==> config.mk <==
export PLATFORM = sky130hd
export DESIGN_NAME = jtpopeye_dma_ctrl_flat
export DESIGN_NICKNAME = d
export VERILOG_FILES = /design/src/rtl/jtpopeye_dma_ctrl_if.sv /design/src/rtl/jtpopeye_dma_ctrl.sv /design/src/flat_wrapper.sv
export SDC_FILE = /design/constraint.sdc
export NUM_CORES = 1
export LEC_CHECK = 0
export ABC_AREA = 1
export BUFFER_PORTS_ARGS = -buffer_cell sky130_fd_sc_hd__buf_2
export CORE_ASPECT_RATIO = 1.2
export CORE_UTILIZATION = 50
export CTS_CLUSTER_SIZE = 40
export DETAILED_ROUTE_END_ITERATION = 12
export GPL_TIMING_DRIVEN = 1
export PLACE_DENSITY = 0.8
export SYNTH_ARGS = -nofsm -noshare
export SYNTH_HDL_FRONTEND = slang
export SYNTH_SLANG_ARGS = --single-unit
==> constraint.sdc <==
create_clock -name clk -period 3.9 [get_ports clk]
set_clock_uncertainty 0.15 [all_clocks]
set_input_delay 0.39 -clock clk [delete_from_list [all_inputs] [get_ports clk]]
set_output_delay 0.39 -clock clk [all_outputs]
set_load 0.01 [all_outputs]
==> src/rtl/jtpopeye_dma_ctrl_if.sv <==
// Sprite DMA sequencer bundle: timing/CPU enables, Z80 BUSRQ/BUSAK and buffer RAM strobes.
// master = sequencer side, slave = surrounding timing/CPU/RAM side.
interface jtpopeye_dma_ctrl_if;
   logic       cpu_cen;
   logic       pxl_cen;
   logic       VB;
   logic       busak_n;
   logic       busrq_n;
   logic       dma_cs;
   logic [9:0] dma_addr;
   logic       dma_we;
   logic [9:0] dma_waddr;
   logic       buf_sel;
   logic       busy;
   logic       done;
   logic       err;

   modport master (
      input  cpu_cen, pxl_cen, VB, busak_n,
      output busrq_n, dma_cs, dma_addr, dma_we, dma_waddr, buf_sel, busy, done, err
   );

   modport slave (
      output cpu_cen, pxl_cen, VB, busak_n,
      input  busrq_n, dma_cs, dma_addr, dma_we, dma_waddr, buf_sel, busy, done, err
   );
endinterface

==> src/rtl/jtpopeye_dma_ctrl.sv <==
// Per-frame sprite DMA: VB rise -> BUSRQ -> LEN reads + 1-slot-delayed writes -> release, flip bank.
// Paced by pxl_cen, handshake on cpu_cen; JTPOPEYE_DMA_TIMEOUT_EN adds the BUSAK timeout/err path.
module jtpopeye_dma_ctrl #(
   parameter logic [9:0]  LEN  = 10'd768,
   parameter logic [11:0] TOUT = 12'd4095
)(
   input logic                 clk,
   input logic                 rst,
   jtpopeye_dma_ctrl_if.master bus
);

   typedef enum logic [1:0] {IDLE, REQ, XFER, REL} state_t;

   state_t     st;
   logic       vb_l;
   logic       first;
   logic       rd_last;
   logic [9:0] rd_addr;
   logic       start;
   logic       aborted;

   assign start = bus.VB & ~vb_l;

`ifdef JTPOPEYE_DMA_TIMEOUT_EN
   logic [11:0] tcnt;
   logic        tout_frame;
   logic        err_r;

   assign bus.err = err_r;
   assign aborted = tout_frame;
`else
   assign bus.err = 1'b0;
   assign aborted = 1'b0;
`endif

   always_ff @(posedge clk or posedge rst) begin
      if (rst) begin
         st            <= IDLE;
         vb_l          <= 1'b0;
         first         <= 1'b0;
         rd_last       <= 1'b0;
         rd_addr       <= 10'd0;
         bus.busrq_n   <= 1'b1;
         bus.dma_cs    <= 1'b0;
         bus.dma_addr  <= 10'd0;
         bus.dma_we    <= 1'b0;
         bus.dma_waddr <= 10'd0;
         bus.buf_sel   <= 1'b0;
         bus.busy      <= 1'b0;
         bus.done      <= 1'b0;
`ifdef JTPOPEYE_DMA_TIMEOUT_EN
         tcnt          <= 12'd0;
         tout_frame    <= 1'b0;
         err_r         <= 1'b0;
`endif
      end else begin
         vb_l       <= bus.VB;
         bus.dma_we <= 1'b0;
         bus.done   <= 1'b0;
         case (st)
            IDLE: begin
               if (start) begin
                  st          <= REQ;
                  bus.busrq_n <= 1'b0;
                  bus.busy    <= 1'b1;
`ifdef JTPOPEYE_DMA_TIMEOUT_EN
                  tcnt        <= 12'd0;
                  tout_frame  <= 1'b0;
`endif
               end
            end
            REQ: begin
               if (bus.cpu_cen) begin
                  if (!bus.busak_n) begin
                     st           <= XFER;
                     bus.dma_cs   <= 1'b1;
                     bus.dma_addr <= 10'd0;
                     first        <= 1'b1;
                     rd_last      <= 1'b0;
                  end
`ifdef JTPOPEYE_DMA_TIMEOUT_EN
                  else if (tcnt != TOUT) begin
                     tcnt <= tcnt + 12'd1;
                     if (tcnt + 12'd1 == TOUT) begin
                        st          <= REL;
                        bus.busrq_n <= 1'b1;
                        err_r       <= 1'b1;
                        tout_frame  <= 1'b1;
                     end
                  end
`endif
               end
            end
            XFER: begin
               if (bus.pxl_cen) begin
                  // write lags the read by one pxl_cen, matching the RAM read latency
                  if (!first) begin
                     bus.dma_we    <= 1'b1;
                     bus.dma_waddr <= rd_addr;
                  end
                  first <= 1'b0;
                  if (rd_last) begin
                     st          <= REL;
                     bus.dma_cs  <= 1'b0;
                     bus.busrq_n <= 1'b1;
                  end else begin
                     rd_addr <= bus.dma_addr;
                     if (bus.dma_addr == LEN - 10'd1)
                        rd_last <= 1'b1;
                     else
                        bus.dma_addr <= bus.dma_addr + 10'd1;
                  end
               end
            end
            REL: begin
               if (bus.cpu_cen && bus.busak_n) begin
                  st       <= IDLE;
                  bus.busy <= 1'b0;
                  if (!aborted) begin
                     bus.done    <= 1'b1;
                     bus.buf_sel <= ~bus.buf_sel;
`ifdef JTPOPEYE_DMA_TIMEOUT_EN
                     err_r       <= 1'b0;
`endif
                  end
               end
            end
            default: st <= IDLE;
         endcase
      end
   end

endmodule

==> src/flat_wrapper.sv <==
// flat-port wrapper written by rule: the top's interface ports become plain ports
module jtpopeye_dma_ctrl_flat 
#(
   parameter logic [9:0]  LEN  = 10'd768,
   parameter logic [11:0] TOUT = 12'd4095
)
  (clk, rst, bus_cpu_cen, bus_pxl_cen, bus_VB, bus_busak_n, bus_busrq_n, bus_dma_cs, bus_dma_addr, bus_dma_we, bus_dma_waddr, bus_buf_sel, bus_busy, bus_done, bus_err);
  jtpopeye_dma_ctrl_if bus_i ();
  input logic clk;
  input logic rst;
  input wire logic [$bits(bus_i.cpu_cen)-1:0] bus_cpu_cen;
  input wire logic [$bits(bus_i.pxl_cen)-1:0] bus_pxl_cen;
  input wire logic [$bits(bus_i.VB)-1:0] bus_VB;
  input wire logic [$bits(bus_i.busak_n)-1:0] bus_busak_n;
  output wire logic [$bits(bus_i.busrq_n)-1:0] bus_busrq_n;
  output wire logic [$bits(bus_i.dma_cs)-1:0] bus_dma_cs;
  output wire logic [$bits(bus_i.dma_addr)-1:0] bus_dma_addr;
  output wire logic [$bits(bus_i.dma_we)-1:0] bus_dma_we;
  output wire logic [$bits(bus_i.dma_waddr)-1:0] bus_dma_waddr;
  output wire logic [$bits(bus_i.buf_sel)-1:0] bus_buf_sel;
  output wire logic [$bits(bus_i.busy)-1:0] bus_busy;
  output wire logic [$bits(bus_i.done)-1:0] bus_done;
  output wire logic [$bits(bus_i.err)-1:0] bus_err;
  assign bus_i.cpu_cen = bus_cpu_cen;
  assign bus_i.pxl_cen = bus_pxl_cen;
  assign bus_i.VB = bus_VB;
  assign bus_i.busak_n = bus_busak_n;
  assign bus_busrq_n = bus_i.busrq_n;
  assign bus_dma_cs = bus_i.dma_cs;
  assign bus_dma_addr = bus_i.dma_addr;
  assign bus_dma_we = bus_i.dma_we;
  assign bus_dma_waddr = bus_i.dma_waddr;
  assign bus_buf_sel = bus_i.buf_sel;
  assign bus_busy = bus_i.busy;
  assign bus_done = bus_i.done;
  assign bus_err = bus_i.err;
  jtpopeye_dma_ctrl #(.LEN(LEN), .TOUT(TOUT)) u_core (.clk(clk), .rst(rst), .bus(bus_i));
endmodule
==> results of run 1 <==
state kept, by name, summed over array words and instances (netlist names):
signal and cells:
u_core.bus.dma_we 1, u_core.rd_addr 10, u_core.vb_l 1, u_core.bus.dma_addr 10
u_core.bus.busy 1, u_core.st 2, u_core.bus.dma_waddr 10, u_core.bus.done 1
u_core.bus.busrq_n 1, u_core.rd_last 1, u_core.bus.dma_cs 1, u_core.bus.buf_sel 1
u_core.first 1
cell type report:
class | instances | area share, %
tap | 54 | 2.93
timing repair buffer | 32 | 7.07
inverter | 26 | 4.46
sequential | 41 | 44.6
clock inverter | 2 | 0.435
clock buffer | 6 | 3.15
multi-input combinational | 160 | 37.3
through the flow:
stage / total power [W] / hold slack [ns] / utilization, %
detailed placement: 0.00121 / 0.305 / 56.8
CTS: 0.00147 / 0.0561 / 58.9
global route: 0.00157 / 0.0564 / 58.9
global placement: 0.00119 / 0.301 / 56.8
floorplan: 0.00109 / 0.271 / -
finish: 0.00145 / 0.0593 / 58.9
where the power goes:
part	switching, W	leakage [nW]	internal (W)
sequential	0.0000685	0.545	0.000530
combinational	0.000396	0.631	0.000198
clock	0.000137	0.0450	0.000124
total	0.000601	1.22	0.000852
cell usage after synthesis:
cell type and number:
nand2_1 78, dfrtp_1 40, inv_1 23, o21ai_0 15, nand3_1 13, nor2_1 12, ha_1 6, nand2_4 4
nand3_2 4, a21oi_1 3, nand2_2 3, mux2_2 2, nand4_1 2, nor2_2 2, nor3_1 2, o21ai_2 2
xor2_1 2, a21boi_0 1, a21oi_2 1, buf_2 1, buf_4 1, buf_6 1, buf_8 1, clkbuf_1 1
clkinv_1 1, conb_1 1, dfstp_2 1, inv_2 1, inv_6 1, nand3_4 1, nor2_8 1, nor3_2 1
o211ai_1 1, o21ai_1 1, o22ai_1 1, xnor2_1 1
cells by family after synthesis:
logic type,after synthesis
buf+inv,31
flops,41
compound gates,25
other cells,1
fa+ha+maj,6
simple gates,123
xor+xnor,3
mux,2
per-layer routing:
layer / global-route usage [%] / part of all wire (%) / routed length, um / vias to the layer above
li1: - / - / - / 799
met1: 22.7 / 45 / 1650 / 748
met2: 31.9 / 50 / 1810 / 31
met3: 3.79 / 3.3 / 122 / 4
met4: 10.3 / 1.9 / 68 / 0
met5: 0 / 0 / 0 / -
worst register-to-register path, cell delays in order, from the launching register on:
cell	delay [ns]
dfrtp_1	0.41
inv_1	0.12
ha_1	0.50
inv_6	0.12
nor3_2	0.54
clkinv_1	0.42
nand2_1	0.16
nand2_1	0.06
worst max path at each step:
stage | from | to | slack (ns) | cells after the start
2_1_floorplan | u_core.st[0] | u_core.bus.dma_addr[3] | 2.14 | 10
3_3_place_gp | u_core.st[0] | u_core.bus.dma_waddr[7] | 1.43 | 7
3_5_place_dp | u_core.st[0] | u_core.bus.dma_waddr[7] | 1.28 | 7
4_1_cts | u_core.st[0] | u_core.bus.dma_waddr[7] | 1.27 | 7
5_1_grt | u_core.st[0] | u_core.bus.dma_waddr[3] | 1.09 | 7
6_report | u_core.st[0] | u_core.bus.dma_waddr[3] | 1.33 | 7
==> flow_summary.yaml, run 1 <==
status:
  status: "finished with violations"
  failed_checks: "DRC"
yosys:
  syn-cell-area_um2: 2030
  synth_cells: 232
  synthTopCellsByArea: "dfrtp_1 (49%), nand2_1 (14%), inv_1 (4.2%)"
  synthXorXnorAreaFrac_pct: 1.29
  synth_area_leader_cell: "dfrtp_1"
  synthMuxAreaShare_pct: 1.11
  synth-adder-area-share_pct: 3.69
  yosysSeqAreaShare_pct: 50.6
  synth_nets: 244
  syn_area_per_cell_um2: 8.76
  yosysWarnings: 0
  ys_ff_latch: 41
  synth-compound-area-share_pct: 7.02
  ys_types: 36
  synth_top_area_share_pct: 49.3
  yosys.area_share.simple_pct: 29.0
  synth_top_family_by_area: "simple AND/OR/NAND/NOR gates"
run:
  maxCapViolCount: 0
floorplanning:
  dieArea_um2: 4320
  core_area_um2: 3910
  initial_core_util_pct: 52.0
  num_io_pins: 33
  num_rows: 25
  fp.dieH_um: 71.8
  die_w_um: 60.2
clock_tree:
  cts_hold_buffers: 0
  cts_setup_buffers: 0
  clock_latency_ns: 0.29
  root_buffer: "clkbuf_8"
  path_clk_slew_ns: 0.07
  cts_tree: "done"
  clock_sinks: 41
  max-clock-path-buffers: 2
  numCtsBuffers: 5
  cts_resized: 0
  cts_max_level: 2
timing:
  fin_ws_ns: 1.33
  finalCriticalPeriod_ns: 2.57
  max_freq_mhz: 389
  tns_ns: 0
  tightest_slew_ns: 0.604
  final_max_slew_viol_count: 0
  max_slew_margin_pct: 59.5
  fin_crit_sh_pct: 65.9
  setup_viol: 0
  rsz0062_at_grt: "no"
  hold_viol: 0
worst_setup_path:
  reg2reg_depth: 7
  r2r-end: "u_core.bus.dma_waddr[3]"
  critical-path-max-stage-delay_ns: 0.54
  crit_chain: "inv_1 -> ha_1 -> inv_6 -> nor3_2 -> clkinv_1 -> nand2_1 -> nand2_1"
  critPathMaxFanout: 12
  crit_type: "flip-flop to flip-flop"
  critPathBufInv: 3
  crit_arrival_ns: 2.60
  critPathTopFamily: "simple AND/OR/NAND/NOR gates"
  required_ns: 3.93
  end_kind: "flip-flop"
  critical_path.slowest_cell: "nor3_2"
  ff2ff_setup_slack_ns: 1.33
  cp_common_cell: "nand2_1"
  worstSetupStartpointType: "flip-flop"
  r2r-start: "u_core.st[0]"
drt:
  route.detailed.drc: 2
  totalWireLength_mm: 3.66
  ant_nets: 0
  wl_per_cell_um: 11.4
  drtIter0Drc: 50
  vias_per_cell: 4.93
  vias: 1582
  dr.pass1.iters: 8
final_layout:
  drive_gt1_share_pct: 23.6
  final_nets: 278
  multi_input_area_um2: 860
  layout-area-overhead-vs-synth_pct: 13.3
  final_cells: 321
  num_antenna_cells: 0
  mostFrequentLayoutCell: "nand2_1"
  nFillCells: 356
  stdcell_area_um2: 2300
  area.sequential_um2: 1030
  layout_common_cells: "nand2_1 (78), dfrtp_1 (40), buf_2 (31)"
placed_design:
  place_congestion: 0.869
  portBuffers: 31
  hpwl_mm: 2.70
  place_ws_ns: 1.28
  post_dp_cell_area_um2: 2220
  placedCellCount: 313
worst_hold_path:
  hold_path_class: "input pin to asynchronous set/reset pin"
grt:
  grt_overflow_total: 0
  grt_pass1_wl_mm: 6.20
  antenna_found_initial: 0
  grt_pass1_vias: 1488
  grtUsageTotal_pct: 19.2
  grt_max_degree: 42
power:
  p_leak_nw: 1.22
  peakVddDrop_mv: 0.360
  p_per_area_nw_per_um2: 631
Note: power is estimated with default switching activity, not from simulation.
==> run 2, diff against run 1 <==
--- a/config.mk
+++ b/config.mk
@@ -5,7 +5,7 @@
 export SDC_FILE = /design/constraint.sdc
 export NUM_CORES = 1
 export LEC_CHECK = 0
-export ABC_AREA = 1
+export ABC_AREA = 0
 export BUFFER_PORTS_ARGS = -buffer_cell sky130_fd_sc_hd__buf_2
 export CORE_ASPECT_RATIO = 1.2
 export CORE_UTILIZATION = 50
==> constraint.sdc (replaced) <==
create_clock -name clk -period 2.5 [get_ports clk]
set_clock_uncertainty 0.15 [all_clocks]
set_input_delay 0.25 -clock clk [delete_from_list [all_inputs] [get_ports clk]]
set_output_delay 0.25 -clock clk [all_outputs]
set_load 0.01 [all_outputs]
==> flow_summary.yaml, run 2 <==
status:
  status: "finished, final reports clean"
power:
  power_w: 0.00236
  p_leak_nw: 1.18
  peakVddDrop_mv: 0.426
  p_per_area_nw_per_um2: 1020
drt:
  totalWireLength_mm: 3.97
  ant_nets: 0
  route.detailed.drc: 0
  wl_per_cell_um: 13.9
  drtIter0Drc: 70
  dr.pass1.iters: 4
  vias_per_cell: 5.51
  vias: 1577
yosys:
  syn_area_per_cell_um2: 9.95
  yosysSeqAreaShare_pct: 51.6
  synthTopCellsByCount: "nand2_1 (49), dfrtp_1 (40), a21oi_1 (12)"
  synthTopCellsByArea: "dfrtp_1 (50%), nand2_1 (9.2%), mux2_2 (5.7%)"
  async_reset_ff_share_pct: 100
  ys_ff_latch: 41
  synth_edf_count: 0
  yosysWarnings: 0
  synth_area_leader_cell: "dfrtp_1"
  synth_nets: 212
  ys_types: 42
  syn-cell-area_um2: 1990
  synth_cells: 200
  synth_top_area_share_pct: 50.3
  synth-main-ff-cell: "dfrtp_1"
  synth_most_common_cell: "nand2_1"
clock_tree:
  numCtsBuffers: 5
  cts_setup_buffers: 0
  cts_resized: 0
  path_clk_slew_ns: 0.07
  cts_max_level: 2
  cts_tree: "done"
  root_buffer: "clkbuf_8"
  cts_hold_buffers: 2
  max-clock-path-buffers: 2
  clock_sinks: 41
  clock_latency_ns: 0.29
worst_setup_path:
  r2r-start: "u_core.st[0]"
  end_kind: "flip-flop"
  startpoint: "u_core.st[0]"
  worstSetupStartpointType: "flip-flop"
  critPathMaxFanout: 11
  crit_type: "flip-flop to flip-flop"
  crit_arrival_ns: 2.11
  required_ns: 2.52
timing:
  finalCriticalPeriod_ns: 2.09
  hold_viol: 0
  final_max_slew_viol_count: 0
  tightest_slew_ns: 0.563
  tns_ns: 0
  max_slew_margin_pct: 62.3
  max_freq_mhz: 479
  setup_viol: 0
  worst_hold_slack_ns: 0.140
  fin_crit_sh_pct: 83.6
  rsz0062_at_grt: "no"
grt:
  grt_max_degree: 42
  grt_pass1_vias: 1435
  grt_overflow_total: 0
  grt_pass1_wl_mm: 6.56
  grtUsageTotal_pct: 20.6
  antenna_found_initial: 0
run:
  maxCapViolCount: 0
worst_hold_path:
  hold_path_class: "input pin to flip-flop"
  hold_start: "bus_cpu_cen"
floorplanning:
  core_area_um2: 3720
  dieArea_um2: 4240
  num_rows: 24
  initial_core_util_pct: 53.4
  die_w_um: 59.6
  num_io_pins: 33
  fp.dieH_um: 71.1
final_layout:
  num_antenna_cells: 0
  layout-area-overhead-vs-synth_pct: 16.5
  layout_common_cells: "nand2_1 (49), dfrtp_1 (40), buf_2 (31)"
  stdcell_area_um2: 2320
  mostFrequentLayoutCell: "nand2_1"
  reg_top3: "u_core.bus.dma_addr x10, u_core.bus.dma_waddr x10, u_core.rd_addr x10"
  drive_gt1_share_pct: 26.1
  final_nets: 245
placed_design:
  post_dp_cell_area_um2: 2190
  place_congestion: 0.818
  portBuffers: 31
  hpwl_mm: 2.74
==> run 2: layout make-up <==
type                       count  area, um2
fill                         327       1410
sequential                    41       1030
multi-input combinational    139        875
timing repair buffer          38        213
clock buffer                   6       72.6
tap                           52       65.1
clock inverter                 2       35.0
inverter                       8       30.0
==> run 2: kinds of logic after synthesis <==
kind of cell,Yosys count,synth area share (%)
adder cells (fa/ha/maj),6,3.77
flip-flops,41,51.6
multiplexers,13,7.17
AND/OR/NAND/NOR,82,20.1
buffers and inverters,20,4.40
AO/OA/AOI/OAI,36,12.3
other,1,0.188
XOR/XNOR,1,0.440
==> run 2: per-stage QoR <==
step,util [%],cells,worst slack (ns)
floorplan,-,200,0.544
global placement,58.8,276,0.449
detailed placement,58.8,276,0.454
CTS,62.2,286,0.403
global route,62.2,286,0.319
finish,62.2,286,0.411
==> run 2: final timing paths <==
check	endpoint	slack, ns	cells past startpoint
setup reg to reg	u_core.rd_addr[1]	0.41	5
hold reg to reg	u_core.bus.dma_waddr[8]	0.32	2
hold / removal	u_core.bus.done	0.14	3
min in group asynchronous	u_core.first	0.47	4
setup / recovery	u_core.rd_addr[1]	0.41	5
max in group asynchronous	u_core.bus.busrq_n	1.37	4
==> run 2: where the power goes <==
part / internal (W) / switching [W]
logic: 0.000360 / 0.000479
registers: 0.000851 / 0.000156
clock network: 0.000296 / 0.000220
total: 0.00151 / 0.000855
==> run 2: worst max-delay path, stage by stage (launching register included) <==
cell	delay, ns
dfrtp_1	0.40
inv_1	0.13
ha_1	0.25
buf_4	0.19
nand3b_1	0.41
mux2_2	0.44
==> run 2: layer usage <==
metal	part of all wire, %	track usage, %	wire length, um
met1	47	27.5	1860
met4	2.1	9.04	84
met5	0	0	0
met2	47	32.1	1860
met3	4.4	4.39	174
